--- src/rtl/hams_merge_tree.sv ---
// hams_merge_tree: N-way streaming merge sorter built from 2:1 merge nodes; optional HAMS_MERGE_ORDER_CHK_EN adds per-lane order checking
package hams_pkg;
  localparam int INFO_W = 16;
  typedef struct packed {
    logic [INFO_W-1:0] info;
    logic [15:0]       data;
  } pair;
endpackage

module hams_merge_tree #(
  parameter int NUM_WAYS   = 4,
  parameter int NODE_DEPTH = 2,
  parameter int DESCEND    = 0
) (
  input  logic                          clk,
  input  logic                          rst,
  input  logic [NUM_WAYS-1:0]           lane_en,
  input  logic [NUM_WAYS-1:0]           in_vld,
  input  logic [NUM_WAYS-1:0]           in_last,
  input  hams_pkg::pair [NUM_WAYS-1:0]  in_data,
  output logic [NUM_WAYS-1:0]           in_rdy,
  output logic                          out_vld,
  output logic                          out_last,
  output hams_pkg::pair                 out_data,
  input  logic                          out_rdy,
  output logic                          busy,
  output logic [NUM_WAYS-1:0]           order_err
);
  localparam int N  = NUM_WAYS;
  localparam int AW = $clog2(NODE_DEPTH);
  localparam int PW = $bits(hams_pkg::pair);

  // Sources are heap-indexed: 1..N-1 are node FIFO heads (1 = root), N..2N-1 are lanes.
  logic [2*N-1:1] w_vld, w_last, w_pop;
  hams_pkg::pair  w_data [2*N-1:1];
  logic [2*N-1:2] r_sdone;
  logic [N-1:0]   r_en, w_en;
  logic           r_busy, w_start, w_end;

  assign w_en    = r_busy ? r_en : lane_en;
  assign w_start = |(in_vld & in_rdy);
  assign w_end   = out_vld & out_rdy & out_last;
  assign busy    = r_busy;

  // batch tracking: busy, enables frozen for the batch, per-source done once its last is taken
  always_ff @(posedge clk)
    if (rst) begin
      r_busy  <= 1'b0;
      r_en    <= '0;
      r_sdone <= '0;
    end else begin
      r_busy  <= !w_end && (r_busy || w_start);
      r_en    <= r_busy ? r_en : lane_en;
      r_sdone <= w_end ? '0 : r_sdone | (w_pop[2*N-1:2] & w_last[2*N-1:2]);
    end

  for (genvar i = 0; i < N; i++) begin : g_lane
    assign w_vld[N+i]  = in_vld[i] & w_en[i] & ~r_sdone[N+i];
    assign w_last[N+i] = in_last[i];
    assign w_data[N+i] = in_data[i];
    assign in_rdy[i]   = w_pop[N+i] & ~rst;
  end

  for (genvar n = 1; n < N; n++) begin : g_node
    localparam int C = N >> $clog2(n + 1);
    logic [PW:0]   r_mem [NODE_DEPTH];
    logic [AW-1:0] r_wp, r_rp;
    logic [AW:0]   r_cnt;
    logic          w_dl, w_dr, w_le, w_tl, w_tr, w_push;
    logic [PW:0]   w_in;
    assign w_dl   = r_sdone[2*n] | ~|w_en[2*n*C-N +: C];
    assign w_dr   = r_sdone[2*n+1] | ~|w_en[(2*n+1)*C-N +: C];
    assign w_le   = (DESCEND != 0) ? (w_data[2*n].info >= w_data[2*n+1].info)
                                   : (w_data[2*n].info <= w_data[2*n+1].info);
    assign w_tl   = w_vld[2*n] & (w_vld[2*n+1] ? w_le : w_dr);
    assign w_tr   = w_vld[2*n+1] & (w_vld[2*n] ? !w_le : w_dl);
    assign w_push = (r_cnt != (AW+1)'(NODE_DEPTH)) & (w_tl | w_tr);
    assign w_pop[2*n]   = w_push & w_tl;
    assign w_pop[2*n+1] = w_push & w_tr;
    assign w_in   = w_tl ? {w_last[2*n] & w_dr, w_data[2*n]} : {w_last[2*n+1] & w_dl, w_data[2*n+1]};
    assign w_vld[n] = r_cnt != '0;
    assign {w_last[n], w_data[n]} = r_mem[r_rp];
    // node FIFO storage
    always_ff @(posedge clk)
      if (w_push) r_mem[r_wp] <= w_in;
    // node FIFO pointers and occupancy
    always_ff @(posedge clk)
      if (rst) begin
        r_wp  <= '0;
        r_rp  <= '0;
        r_cnt <= '0;
      end else begin
        r_wp  <= r_wp + AW'(w_push);
        r_rp  <= r_rp + AW'(w_pop[n]);
        r_cnt <= r_cnt + (AW+1)'(w_push) - (AW+1)'(w_pop[n]);
      end
  end

  assign w_pop[1] = w_vld[1] & out_rdy;
  assign out_vld  = w_vld[1];
  assign out_last = w_vld[1] & w_last[1];
  assign out_data = w_vld[1] ? w_data[1] : '0;

`ifdef HAMS_MERGE_ORDER_CHK_EN
  logic [hams_pkg::INFO_W-1:0] r_prev [N];
  logic [N-1:0]                r_seen, r_err;
  // per-lane order checker; first element of a batch only seeds the reference
  always_ff @(posedge clk)
    if (rst) begin
      r_seen <= '0;
      r_err  <= '0;
    end else begin
      for (int i = 0; i < N; i++) begin
        if (in_vld[i] && in_rdy[i]) begin
          r_prev[i] <= in_data[i].info;
          r_seen[i] <= 1'b1;
          if (r_seen[i] && ((DESCEND != 0) ? (in_data[i].info > r_prev[i]) : (in_data[i].info < r_prev[i])))
            r_err[i] <= 1'b1;
        end
        if (w_end) r_seen[i] <= 1'b0;
      end
    end
  assign order_err = r_err;
`else
  assign order_err = '0;
`endif
endmodule

--- config.mk ---
export PLATFORM = sky130hd
export DESIGN_NAME = hams_merge_tree
export DESIGN_NICKNAME = d
export VERILOG_FILES = /design/src/rtl/hams_merge_tree.sv
export SDC_FILE = /design/constraint.sdc
export NUM_CORES = 1
export LEC_CHECK = 0
export BUFFER_PORTS_ARGS = -buffer_cell sky130_fd_sc_hd__clkbuf_2
export CAP_MARGIN = 20
export CORE_MARGIN = 2
export CORE_UTILIZATION = 35
export CTS_BUF_LIST = sky130_fd_sc_hd__clkbuf_4 sky130_fd_sc_hd__clkbuf_8
export CTS_CLUSTER_DIAMETER = 50
export CTS_CLUSTER_SIZE = 20
export DETAILED_ROUTE_END_ITERATION = 8
export GPL_TIMING_DRIVEN = 0
export PLACE_DENSITY_LB_ADDON = 0.15
export SYNTH_ARGS = -nofsm -noshare
export SYNTH_HDL_FRONTEND = slang
export SYNTH_SLANG_ARGS = --single-unit
--- constraint.sdc ---
create_clock -name clk -period 5.2 [get_ports clk]
set_input_delay 1.04 -clock clk [delete_from_list [all_inputs] [get_ports clk]]
set_output_delay 1.04 -clock clk [all_outputs]
set_load 0.02 [all_outputs]
# Word-level counts from Yosys, hierarchy flattened
# Memory sizes are Yosys's and may differ from the RTL's. A register that Yosys moved wholly into a read port is not among the register bits.
# Index checks and enable logic that the tools add are counted.
[word_totals]
ff_bits = 23
ramBits = 198
out_inout_bits = 43
wordCells = 125
memories = 3
[classes]
n_addsub = 12
magnitude_cmp = 3
n_eq_ne = 3
muxes = 20
bitwise = 53
reduce_logical = 19
[memory_table]
columns = ["name", "depth", "width", "rd", "rd_ports_with_merged_regs", "write_ports", "line", "text"]
rows = [
  ["g_node[1].r_mem", 2, 33, 1, 1, 1, "66", "logic [PW:0] r_mem [NODE_DEPTH];"],
  ["g_node[2].r_mem", 2, 33, 1, 1, 1, "66", ""],
  ["g_node[3].r_mem", 2, 33, 1, 1, 1, "66", ""],
]
[op_table]
columns = ["op", "count"]
rows = [
  ["$mux W33", 3],
  ["$le A16 B16 Y1", 3],
  ["$and A1 B1 Y1", 36],
  ["$mux W32", 1],
  ["$mux W1", 15],
  ["$logic_not A1 Y1", 10],
  ["$or A1 B1 Y1", 9],
  ["$add A1 B1 Y1", 6],
  ["$add A2 B1 Y2", 3],
  ["$and A6 B6 Y6", 1],
  ["$ne A2 B2 Y1 const B", 3],
  ["$or A6 B6 Y6", 1],
  ["$reduce_bool A2 Y1", 3],
  ["$reduce_or A2 Y1", 3],
  ["$sub A2 B1 Y2", 3],
  ["$not A1 Y1", 5],
  ["$and A4 B4 Y4", 1],
  ["$mux W4", 1],
  ["$reduce_or A4 Y1", 1],
  ["$logic_and A1 B1 Y1", 1],
  ["$logic_or A1 B1 Y1", 1],
]

# Depth between registers and ports, before layout
[logic_depth]
depth_word = 13
mapped_depth = 18

# Worst setup path after synthesis
# Ideal clock, no wire load.
[synth_timing]
kind = "input to output"
startpoint = "in in_data[62] (netlist bit)"
endpoint = "out in_rdy[0]"
arrival_ps = 2909
path_slack_ps = 1251
cell_stages = 9
path_buffers = 1
cell_sequence = "inv_1 ha_1 a21oi_1 nand2_1 a221oi_1 or3b_1 a21oi_4 buf_6 and3b_1"
[synth_between]
elab_chain_len = 8
elab_cells_between_ends = 10
[synth_lines]
columns = ["item", "line", "text"]
rows = [
  ["from (decl)", "20", "input hams_pkg::pair [NUM_WAYS-1:0] in_data,"],
  ["$le A16 B16 Y1 (*)", "74", ": (w_data[2*n].info <= w_data[2*n+1].info);"],
  ["$logic_not A1 Y1", "76", "assign w_tr = w_vld[2*n+1] & (w_vld[2*n] ? !w_le : w_dl);"],
  ["$mux W1", "76", ""],
  ["$and A1 B1 Y1", "76", ""],
  ["$or A1 B1 Y1", "77", "assign w_push = (r_cnt != (AW+1)'(NODE_DEPTH)) & (w_tl | w_tr);"],
  ["$and A1 B1 Y1", "77", ""],
  ["$and A1 B1 Y1 (*)", "78", "assign w_pop[2*n] = w_push & w_tl;"],
  ["$and A1 B1 Y1 (*)", "61", "assign in_rdy[i] = w_pop[N+i] & ~rst;"],
  ["to (decl)", "21", "output logic [NUM_WAYS-1:0] in_rdy,"],
]
# Mark *: on every way between the ends. The rest lies on a longest branch, timed or not.

==> impl_metrics.py <==
metrics = {
    "placement": {
        "portBuffers": 181,
        "place_ws_ns": 0.308,
        "dp.cells": 1365,
        "dp_hpwl_um": 18800,
        "place.gp.congestion": 0.812,
    },
    "global_route": {
        "grt_max_degree": 34,
        "antenna_found_initial": 0,
        "gr-total-overflow": 0,
        "grt_first_pass_wirelength_um": 38100,
        "grt_pass1_vias": 6576,
        "grtUsageTotal": 0.152,
    },
    "power": {
        "switchingPower_w": 0.00250,
        "p_leak_nw": 4.97,
        "power_density_nw_per_um2": 518,
        "internal-power_w": 0.00418,
        "p_sw_frac": 0.374,
        "p_seq_frac": 0.409,
        "peakVddDrop_uv": 214,
        "pwr-share-clk": 0.180,
        "p_comb_frac": 0.412,
    },
    "finish": {
        "drive_above_1_share": 0.316,
        "area_delta_synth_final_pct": 18.8,
        "instances_no_fill": 1407,
        "nets": 1197,
        "diodes": 0,
        "final_util": 0.421,
    },
    "clock_network": {
        "hold_buffers": 0,
        "clkLatencyLatePin_ns": 0.56,
        "numCtsBuffers": 23,
        "cts_root_buffer": "clkbuf_8",
        "cts_tree": "done",
        "clkTransAtPathRegs_ns": 0.10,
        "h-tree-depth": 1,
        "cts_num_sinks": 221,
        "max-clock-path-buffers": 3,
    },
    "routing": {
        "wl_per_cell_um": 17.7,
        "routed_wl_um": 24900,
        "routed_via_density": 4.71,
        "ant_nets": 0,
        "drc": 0,
        "drt-pass1-iter-count": 6,
        "route.vias.total": 6631,
        "drtIter0Drc": 320,
    },
    "worst_setup_path": {
        "critPathSlowestCell": "clkbuf_1",
        "critPathRequiredTime_ns": 5.44,
        "slowest_delay_ns": 0.64,
        "worstPathMaxFanout": 20,
        "start_kind": "flip-flop",
        "crit_chain": "clkbuf_1 > clkbuf_1 > mux2i_1 > inv_1 > ha_1 > nand4_1 > nor4_1 > nor2_1 > a21oi_2 > nand2b_1 > ha_2 > buf_16",
        "critPathArrivalTime_ns": 4.92,
        "crit_type": "flip-flop to flip-flop",
        "critPathCaptureType": "flip-flop",
        "crit_path_frequent_cell": "clkbuf_1",
    },
    "timing": {
        "tightest_slew_ns": 0.893,
        "finalHoldViolations": 0,
        "period_needed_ns": 4.68,
        "clock_skew_ns": 0.0256,
        "fin_crit_sh": 0.899,
        "finalSetupTns_ns": 0,
        "rsz0062_at_grt": "false",
        "finalSetupViolations": 0,
        "fin_ws_ns": 0.524,
        "slew_viol_final": 0,
        "fmax_mhz": 214,
        "relSlewSlack": 0.405,
    },
    "synth": {
        "async_flop_share": 0,
        "synth_cells": 781,
        "synth_edf_count": 198,
        "synth-main-ff-cell": "edfxtp_1",
        "yosysWarnings": 0,
        "synth_area_sq_um": 10900,
        "ys_seq_elements": 221,
        "yosysSeqAreaShare": 0.590,
        "syn_area_per_cell_sq_um": 13.9,
        "ys_types": 55,
    },
    "status": {
        "status": "finished, final reports clean",
    },
    "die": {
        "rows": 64,
        "start_util": 0.355,
        "core_sq_um": 30600,
        "die_area_sq_um": 32400,
        "dieHeight_um": 180,
        "die-width_um": 180,
        "io_pins": 186,
    },
    "flow_run": {
        "cap_viol_max_count": 0,
    },
    "worst_hold_path": {
        "worstHoldPathType": "flip-flop to flip-flop",
    },
}
[cell families (layout without fill, tap and decap cells)]
| family | after synthesis | count (layout) | synth area share |
|---|---|---|---|
| xor gates and xnor gates | 7 | 7 | 0.00565 |
| other | 1 | 4 | 0.000346 |
| adders and majority gates | 60 | 60 | 0.0692 |
| and+or+nand+nor | 133 | 133 | 0.0582 |
| AOI/OAI and AO/OA | 67 | 67 | 0.0430 |
| DFF | 221 | 221 | 0.590 |
| buffers and inverters | 90 | 317 | 0.0391 |
| muxes | 202 | 202 | 0.194 |
[critical path: cells and delay by family, from the launching register on]
family	cells	cell delay, ns
muxes	1	0.47
DFF	1	0.32
AOI/OAI and AO/OA	1	0.31
adders and majority gates	2	0.80
buffers and inverters	4	1.38
and+or+nand+nor	4	1.07
[power by group through the flow]
stage	Sequential [W]	Combinational (W)	Clock [W]
floorplan	0.00276	0.00185	0
global placement	0.00278	0.00270	0
detailed placement	0.00277	0.00279	0
CTS	0.00273	0.00280	0.00125
global route	0.00277	0.00304	0.00132
finish	0.00273	0.00275	0.00120
[flip-flops by register name, summed over array words and instances, names as in the netlist]
register and flops:
busy 1, g_node.r_cnt 6, g_node.r_mem 198, g_node.r_rp 3, g_node.r_wp 3, r_en 4, r_sdone 6
[cells in the final DEF, fill, tap and decap left out, types with 3 or more instances in the layout]
cell type	instances
a21o_1	3
a21oi_1	22
a22o_1	3
and2_1	4
and3_1	3
buf_4	5
buf_6	9
clkbuf_1	16
clkbuf_2	182
clkbuf_8	23
clkinv_4	3
conb_1	4
dfxtp_1	23
edfxtp_1	198
ha_1	54
ha_2	6
inv_1	59
inv_8	4
mux2_1	3
mux2_2	64
mux2i_1	135
nand2_1	19
nand3_1	3
nand4_1	10
nor2_1	66
nor2b_1	10
nor3_1	3
nor4_1	3
o211ai_1	3
o21ai_0	11
xnor2_1	4
xor2_1	3
[worst paths after layout]
check,from,to,slack (ns),depth (start not counted)
worst min register to register,r_sdone[5],r_sdone[5],0.45,2
worst min-delay path,r_sdone[5],r_sdone[5],0.45,2
worst max-delay path,g_node[2].r_rp,g_node[1].r_mem[0][9],0.52,12
worst max register to register,g_node[2].r_rp,g_node[1].r_mem[0][9],0.52,12
[metal layers]
layer	GRT usage	vias up	wire length, um
met2	0.242	156	11100
li1	-	3322	-
met4	0.0348	0	444
met3	0.0190	37	1450
met1	0.223	3116	12000
met5	0	-	0
[cell type report]
cell class              count  area, sq um
well taps                 396          495
inverters                  59          221
repair buffers            185         1000
plain buffers              31          204
multi-input cells         473         4050
flip-flops and latches    221         6410
clock buffers              25          332
clock inverters            17          179
fillers                  2895        17700
[synthesized netlist by cell type (2+ instances only)]
cell type,number,area [sq um]
mux2i_1,135,1350
o211ai_1,3,22.5
mux2_2,64,721
o21ai_0,11,55.1
a211oi_1,2,15.0
nand2_1,19,71.3
xnor2_1,4,35.0
or2_2,2,12.5
and2_1,4,25.0
dfxtp_1,23,460
a31oi_1,2,12.5
a211o_1,2,17.5
a21o_1,3,22.5
nor4_1,3,18.8
inv_1,59,221
nor3_1,3,15.0
and4_1,2,17.5
a22o_1,3,26.3
ha_1,60,751
a21oi_1,22,110
buf_6,9,101
nor2_1,66,248
mux2_1,3,33.8
a21oi_2,2,17.5
a21boi_0,2,15.0
buf_4,5,37.5
o21a_1,2,15.0
nand3_1,3,15.0
nor2b_1,10,62.6
clkbuf_1,16,60.1
nand4_1,10,62.6
nand2b_1,2,12.5
edfxtp_1,198,5950
a221oi_1,2,17.5
and3_1,3,18.8
xor2_1,3,26.3
[through the flow]
| step | power [W] | hold WS [ns] | instance area (sq um) |
|---|---|---|---|
| after floorplan | 0.00461 | 0.417 | 10900 |
| after global placement | 0.00548 | 0.426 | 12300 |
| after detailed placement | 0.00556 | 0.435 | 12400 |
| after CTS | 0.00678 | 0.458 | 12900 |
| after global routing | 0.00713 | 0.502 | 12900 |
| final | 0.00668 | 0.453 | 12900 |
[repair_timing]
action / CTS / global route
gates resized for setup: 0 / 1
setup endpoints to repair: 0 / 19
buffers inserted: 0 / 0
No activity file was read; power rests on OpenSTA's default activity.
